### src/rtl/tdm_serializer.sv
// TDM frame transmitter: latches five 16-bit channel words and sends one sync
// period followed by 80 MSB-first data bits on a divided-down bit clock.
module tdm_serializer #(
    parameter int SLOT_BITS = 16,
    parameter int HALF_DIV  = 2,
    parameter int GAP_BITS  = 1
) (
    input  logic                 clock,
    input  logic                 reset_n,
    input  logic                 frame_valid,
    output logic                 frame_ready,
    input  logic [SLOT_BITS-1:0] ch0,
    input  logic [SLOT_BITS-1:0] ch1,
    input  logic [SLOT_BITS-1:0] ch2,
    input  logic [SLOT_BITS-1:0] ch3,
    input  logic [SLOT_BITS-1:0] ch4,
    output logic                 busy,
    output logic                 frame_done,
    output logic                 tdm_clk,
    output logic                 tdm_sync,
    output logic                 tdm_data
);
    localparam int FRAME_BITS = 5 * SLOT_BITS;
    localparam int DIV_W = (HALF_DIV > 1) ? $clog2(HALF_DIV) : 1;
    localparam logic [DIV_W-1:0] DIV_LAST = DIV_W'(HALF_DIV - 1);
    localparam logic [6:0] LAST_BIT = 7'(FRAME_BITS - 1);
    localparam logic [7:0] GAP_LAST = 8'(GAP_BITS);

    typedef enum logic [2:0] {
        S_IDLE  = 3'd0,
        S_ARMED = 3'd1,
        S_SYNC  = 3'd2,
        S_DATA  = 3'd3,
        S_GAP   = 3'd4,
        S_DONE  = 3'd5
    } state_t;

    state_t                  state_q, state_d;
    logic [DIV_W-1:0]        div_q, div_d;
    logic                    tclk_q, tclk_d;
    logic                    sync_q, sync_d;
    logic                    data_q, data_d;
    logic                    ready_q, ready_d;
    logic                    busy_q, busy_d;
    logic                    done_q, done_d;
    logic [FRAME_BITS-1:0]   shift_q, shift_d;
    logic [6:0]              bit_q, bit_d;
    logic [7:0]              gap_q, gap_d;
    logic                    div_wrap_s;
    logic                    fall_evt_s;
    logic                    xfer_s;

    // Bit-clock divider and the falling-edge strobe that paces all link updates
    always_comb begin
        div_wrap_s = (div_q == DIV_LAST);
        div_d      = div_wrap_s ? '0 : div_q + 1'b1;
        tclk_d     = div_wrap_s ? ~tclk_q : tclk_q;
        fall_evt_s = div_wrap_s & tclk_q;
        xfer_s     = frame_valid & ready_q;
    end

    // Frame sequencing: next state, link line values and shift register
    always_comb begin
        state_d = state_q;
        sync_d  = sync_q;
        data_d  = data_q;
        shift_d = shift_q;
        bit_d   = bit_q;
        gap_d   = gap_q;
        case (state_q)
            S_IDLE: begin
                sync_d = 1'b0;
                data_d = 1'b0;
                if (xfer_s) begin
                    shift_d = {ch0, ch1, ch2, ch3, ch4};
                    state_d = S_ARMED;
                end else begin
                    state_d = S_IDLE;
                end
            end
            S_ARMED: begin
                if (fall_evt_s) begin
                    sync_d  = 1'b1;
                    data_d  = 1'b0;
                    state_d = S_SYNC;
                end else begin
                    state_d = S_ARMED;
                end
            end
            S_SYNC: begin
                if (fall_evt_s) begin
                    sync_d  = 1'b0;
                    data_d  = shift_q[FRAME_BITS-1];
                    shift_d = {shift_q[FRAME_BITS-2:0], 1'b0};
                    bit_d   = 7'd0;
                    state_d = S_DATA;
                end else begin
                    state_d = S_SYNC;
                end
            end
            S_DATA: begin
                if (fall_evt_s) begin
                    if (bit_q != LAST_BIT) begin
                        data_d  = shift_q[FRAME_BITS-1];
                        shift_d = {shift_q[FRAME_BITS-2:0], 1'b0};
                        bit_d   = bit_q + 7'd1;
                    end else begin
                        data_d = 1'b0;
                        if (GAP_BITS == 0) begin
                            state_d = S_DONE;
                        end else begin
                            gap_d   = 8'd1;
                            state_d = S_GAP;
                        end
                    end
                end else begin
                    state_d = S_DATA;
                end
            end
            S_GAP: begin
                if (fall_evt_s) begin
                    if (gap_q == GAP_LAST) begin
                        state_d = S_DONE;
                    end else begin
                        gap_d = gap_q + 8'd1;
                    end
                end else begin
                    state_d = S_GAP;
                end
            end
            S_DONE: begin
                state_d = S_IDLE;
            end
            default: begin
                state_d = S_IDLE;
            end
        endcase
        ready_d = (state_d == S_IDLE);
        busy_d  = (state_d != S_IDLE);
        done_d  = (state_d == S_DONE);
    end

    // State and output registers; a reset drops any frame in flight
    always_ff @(posedge clock or negedge reset_n) begin
        if (!reset_n) begin
            state_q <= S_IDLE;
            div_q   <= '0;
            tclk_q  <= 1'b0;
            sync_q  <= 1'b0;
            data_q  <= 1'b0;
            ready_q <= 1'b0;
            busy_q  <= 1'b0;
            done_q  <= 1'b0;
            shift_q <= '0;
            bit_q   <= 7'd0;
            gap_q   <= 8'd0;
        end else begin
            state_q <= state_d;
            div_q   <= div_d;
            tclk_q  <= tclk_d;
            sync_q  <= sync_d;
            data_q  <= data_d;
            ready_q <= ready_d;
            busy_q  <= busy_d;
            done_q  <= done_d;
            shift_q <= shift_d;
            bit_q   <= bit_d;
            gap_q   <= gap_d;
        end
    end

    assign frame_ready = ready_q;
    assign busy        = busy_q;
    assign frame_done  = done_q;
    assign tdm_clk     = tclk_q;
    assign tdm_sync    = sync_q;
    assign tdm_data    = data_q;

endmodule

### config.mk
export PLATFORM = sky130hd
export DESIGN_NAME = tdm_serializer
export DESIGN_NICKNAME = d
export VERILOG_FILES = /design/src/rtl/tdm_serializer.sv
export SDC_FILE = /design/constraint.sdc
export NUM_CORES = 1
export LEC_CHECK = 0
export CAP_MARGIN = 20
export CORE_MARGIN = 2
export CORE_UTILIZATION = 40
export DETAILED_ROUTE_END_ITERATION = 7
export REMOVE_ABC_BUFFERS = 1
export SLEW_MARGIN = 20
export SYNTH_ARGS = -nofsm -noshare
export SYNTH_HDL_FRONTEND = slang
export SYNTH_SLANG_ARGS = --single-unit
### constraint.sdc
create_clock -name clock -period 2.4 [get_ports clock]
set_input_delay 0.24 -clock clock [delete_from_list [all_inputs] [get_ports clock]]
set_output_delay 0.24 -clock clock [all_outputs]
set_load 0.05 [all_outputs]
==> key figures, run 1 <==
Timing
  • Fin crit period: ~2200 ps
  • Clock Skew: slightly below 8 ps
  • Slew Limit Headroom: 53.37%
  • Final hold slack: about 470 ps
  • Final period util: between 90% and 100%
  • Tightest Pin Transition: approximately 700 ps
  • Max Clk Rate: 0.4456 GHz
  • Setup TNS: 0 ps
  • RSZ-0062 raised after global routing: no
  • Final Hold Viols: 0
  • Max-slew violation count: 0
  • Final setup violation count: 0

Drt
  • Vias per cell: 4.959
  • Final ANT Viol Nets: 0
  • DR iter-0 viols: between 100 and 150
  • Drt wl/cell: between 15 and 20 um
  • M1 wire length: between 5000 and 6000 um
  • First drt pass iteration count: 4
  • Drt total wl: between 10000 and 15000 um
  • WL met2: 4700 um
  • DRC Markers: 0
  • Max layer used: met4
  • Met3 wire len: between 500 and 600 um
  • Via count: approximately 3300

CTS
  • Clock sink count: around 110
  • CTS Buf Count: 9
  • H-tree depth: 3
  • CTS tree: done
  • CTS resizes: 0
  • Clk buf depth: 2
  • Clk_lat worst skew: 350 ps
  • CTS root buffer: clkbuf_16
  • Clk slew on worst S/H paths: ~80 ps

Floorplanning
  • Core footprint: ~14000 sq um
  • Cell Rows: 43
  • Die Y: 123.1 um
  • Die Footprint: around 15000 sq um
  • I/O pin count: between 80 and 90
  • Die Wd: 123.1 um
  • Starting Density: 40.90%

Placement
  • Post-DP HPWL: between 7000 and 8000 um
  • Final Wtd Congestion: 0.7336
  • Count of input and output buffers: slightly below 90

GRT
  • Initial antenna violation count: 0
  • Vias in the first global route: between 3000 and 4000
  • Total GRT Usage: 15.22%
  • Global route overflow: 0
  • Largest net degree at the start of global routing: 57
  • First-pass GRT wire length: 17800 um

Pwr
  • Worst vdd ir: around 0.33 mV
  • Leak: 3.176 nW
  • Power per cell area: between 700 and 800 nW/um^2

Finish
  • Share of cells above drive strength 1: between 40% and 50%
  • Area Growth Syn to Fin: 22.23%
  • Diode count: 0
  • Nets@finish: ~560
  • # fillers: between 1000 and 1500

Worst setup path
  • R2r setup slk: approximately 160 ps
  • Worst-path maximum fanout: 56
  • FF-to-FF path depth: 6
  • Critical path class: reg -> reg
  • CP Launch Type: register
  • CP arrival: between 2000 and 2500 ps
  • CP Capture Type: register
  • Worst path required time: approximately 2600 ps
  • Reg-to-reg startpoint: bit_q[0]
  • RR Endpoint: shift_q[18]

Synthesis
  • Area share of the largest cell type after synthesis: around 46%
  • Post-synth top flop: dfrtp_1
  • Synth cell types: 52
  • Post-synth EDFFs: 0
  • Area leader, netlist: dfrtp_1
  • Avg Cell Area, Syn: about 14 sq um
  • Synth Warn #: 0
  • Asr flop ratio synth: 100.0%
  • Most area-consuming cells after synthesis: dfrtp_1 (46%), mux2_4 (21%), mux2_2 (16%), buf_12 (3.2%), a21oi_1 (0.97%)
  • Post-Synthesis Cells: a little under 400
  • Post-synthesis register bit count: approximately 110
  • Register area share after synthesis: ~46%
  • Cell Area, Synth: about 5700 sq um

Flow run
  • Max-cap viol count: 0

Run status
  • Run status: finished, final reports clean

Min path
  • Hold WC Path Type: in -> async
-- sequential cells by signal, indices dropped and copies added (netlist names), 3 cells and up --
signal   count
bit_q        7
shift_q     80
state_q      3
gap_q        8
-- what timing repair did --
action | in CTS | in global routing
endpoints found under the setup margin | 0 | 0
hold buffers | 1 | 0
endpoints found under the hold margin | 51 | 0
buffers inserted | 0 | 0
-- final cells by class --
type | instances | area, sq um | area share [%]
Multi-Input combinational cell | 253 | 2766 | 39.86
Sequential cell | 105 | 2631 | 37.91
Timing Repair Buffer | 98 | 993.5 | 14.31
Clock buffer | 10 | 239.0 | 3.443
Tap cell | 180 | 225.2 | 3.245
Clock inverter | 6 | 47.55 | 0.6851
Inverter | 10 | 37.54 | 0.5408
-- kinds of logic (layout without fill, tap and decap cells) --
group,count (synthesis),in the layout,synth area share [%]
flops,105,105,46.28
mux,158,158,36.56
xor+xnor,6,6,0.9255
fa+ha+maj,3,3,0.6612
buf+inv,34,124,5.090
compound gates,33,33,3.945
simple gates,53,53,6.545
-- routing by layer --
metal	vias up	track usage (%)
met5	-	0
met4	0	5.114
met2	69	22.70
met3	7	4.566
li1	1585	-
met1	1622	21.12
-- stage by stage --
stage	total power, mW	setup WS, ps	area (sq um)	cells	utilization (%)
floorplan	3.492	-3870	5426	368	-
global placement	3.818	263.8	6644	645	47.86
detailed placement	3.860	195.8	6644	645	47.86
CTS	5.327	166.5	6940	662	50.00
global route	5.571	46.96	6940	662	50.00
finish	5.261	155.8	6940	662	50.00
-- layout by cell type, fill, tap and decap left out, types with 2 or more instances in the layout --
| cell type | n |
|---|---|
| dfrtp_1 | 104 |
| clkdlybuf4s50_1 | 87 |
| mux2_2 | 79 |
| mux2_4 | 79 |
| a21oi_1 | 11 |
| inv_1 | 10 |
| clkbuf_16 | 9 |
| nor2_1 | 8 |
| nand2_1 | 8 |
| nor3_1 | 7 |
| buf_4 | 7 |
| o21ai_0 | 6 |
| nand3_1 | 5 |
| xnor2_1 | 5 |
| inv_6 | 4 |
| ha_1 | 3 |
| buf_12 | 3 |
| or2_2 | 2 |
| nor3b_1 | 2 |
| o31ai_1 | 2 |
| nand4_1 | 2 |
| nor4_2 | 2 |
| a41oi_1 | 2 |
-- worst max path at each step --
stage	start	to	depth (start not counted)	slack, ps
2_1_floorplan	state_q[1]	shift_q[10]	4	-3870
3_3_place_gp	bit_q[0]	shift_q[12]	6	260
3_5_place_dp	bit_q[0]	shift_q[53]	6	200
4_1_cts	bit_q[0]	shift_q[42]	6	170
5_1_grt	bit_q[0]	shift_q[52]	6	50
6_report	bit_q[0]	shift_q[18]	6	160
-- cell usage after synthesis, types with 2 or more instances --
| cell | instances |
|---|---|
| a21oi_1 | 11 |
| a41oi_1 | 2 |
| buf_12 | 9 |
| buf_2 | 6 |
| clkbuf_1 | 8 |
| dfrtp_1 | 105 |
| ha_1 | 3 |
| inv_1 | 10 |
| mux2_2 | 79 |
| mux2_4 | 79 |
| nand2_1 | 8 |
| nand3_1 | 5 |
| nand4_1 | 2 |
| nor2_1 | 8 |
| nor3_1 | 7 |
| nor3b_1 | 2 |
| nor4_2 | 2 |
| o21ai_0 | 6 |
| o31ai_1 | 2 |
| or2_2 | 2 |
| xnor2_1 | 5 |
-- report_power, final --
| group | switching [mW] | internal [mW] | total (mW) |
|---|---|---|---|
| Clock | 0.686 | 0.746 | 1.43 |
| Combinational | 0.332 | 0.992 | 1.32 |
| Sequential | 0.280 | 2.23 | 2.51 |
| Total | 1.30 | 3.96 | 5.26 |
-- critical path: stages, from the launching register on --
cell     delay (ps)
dfrtp_1         390
ha_1            230
nand3_4         150
o21ai_4         310
nor2b_4         270
buf_12          360
mux2_4          340
Power figures use the tool's default switching activity.
==> inputs of run 2 (changes only) <==
Settings changed: HOLD_SLACK_MARGIN from default to 0.08.
==> results of run 2 <==
The final DEF is identical to that of run 1; final timing and power are the same.
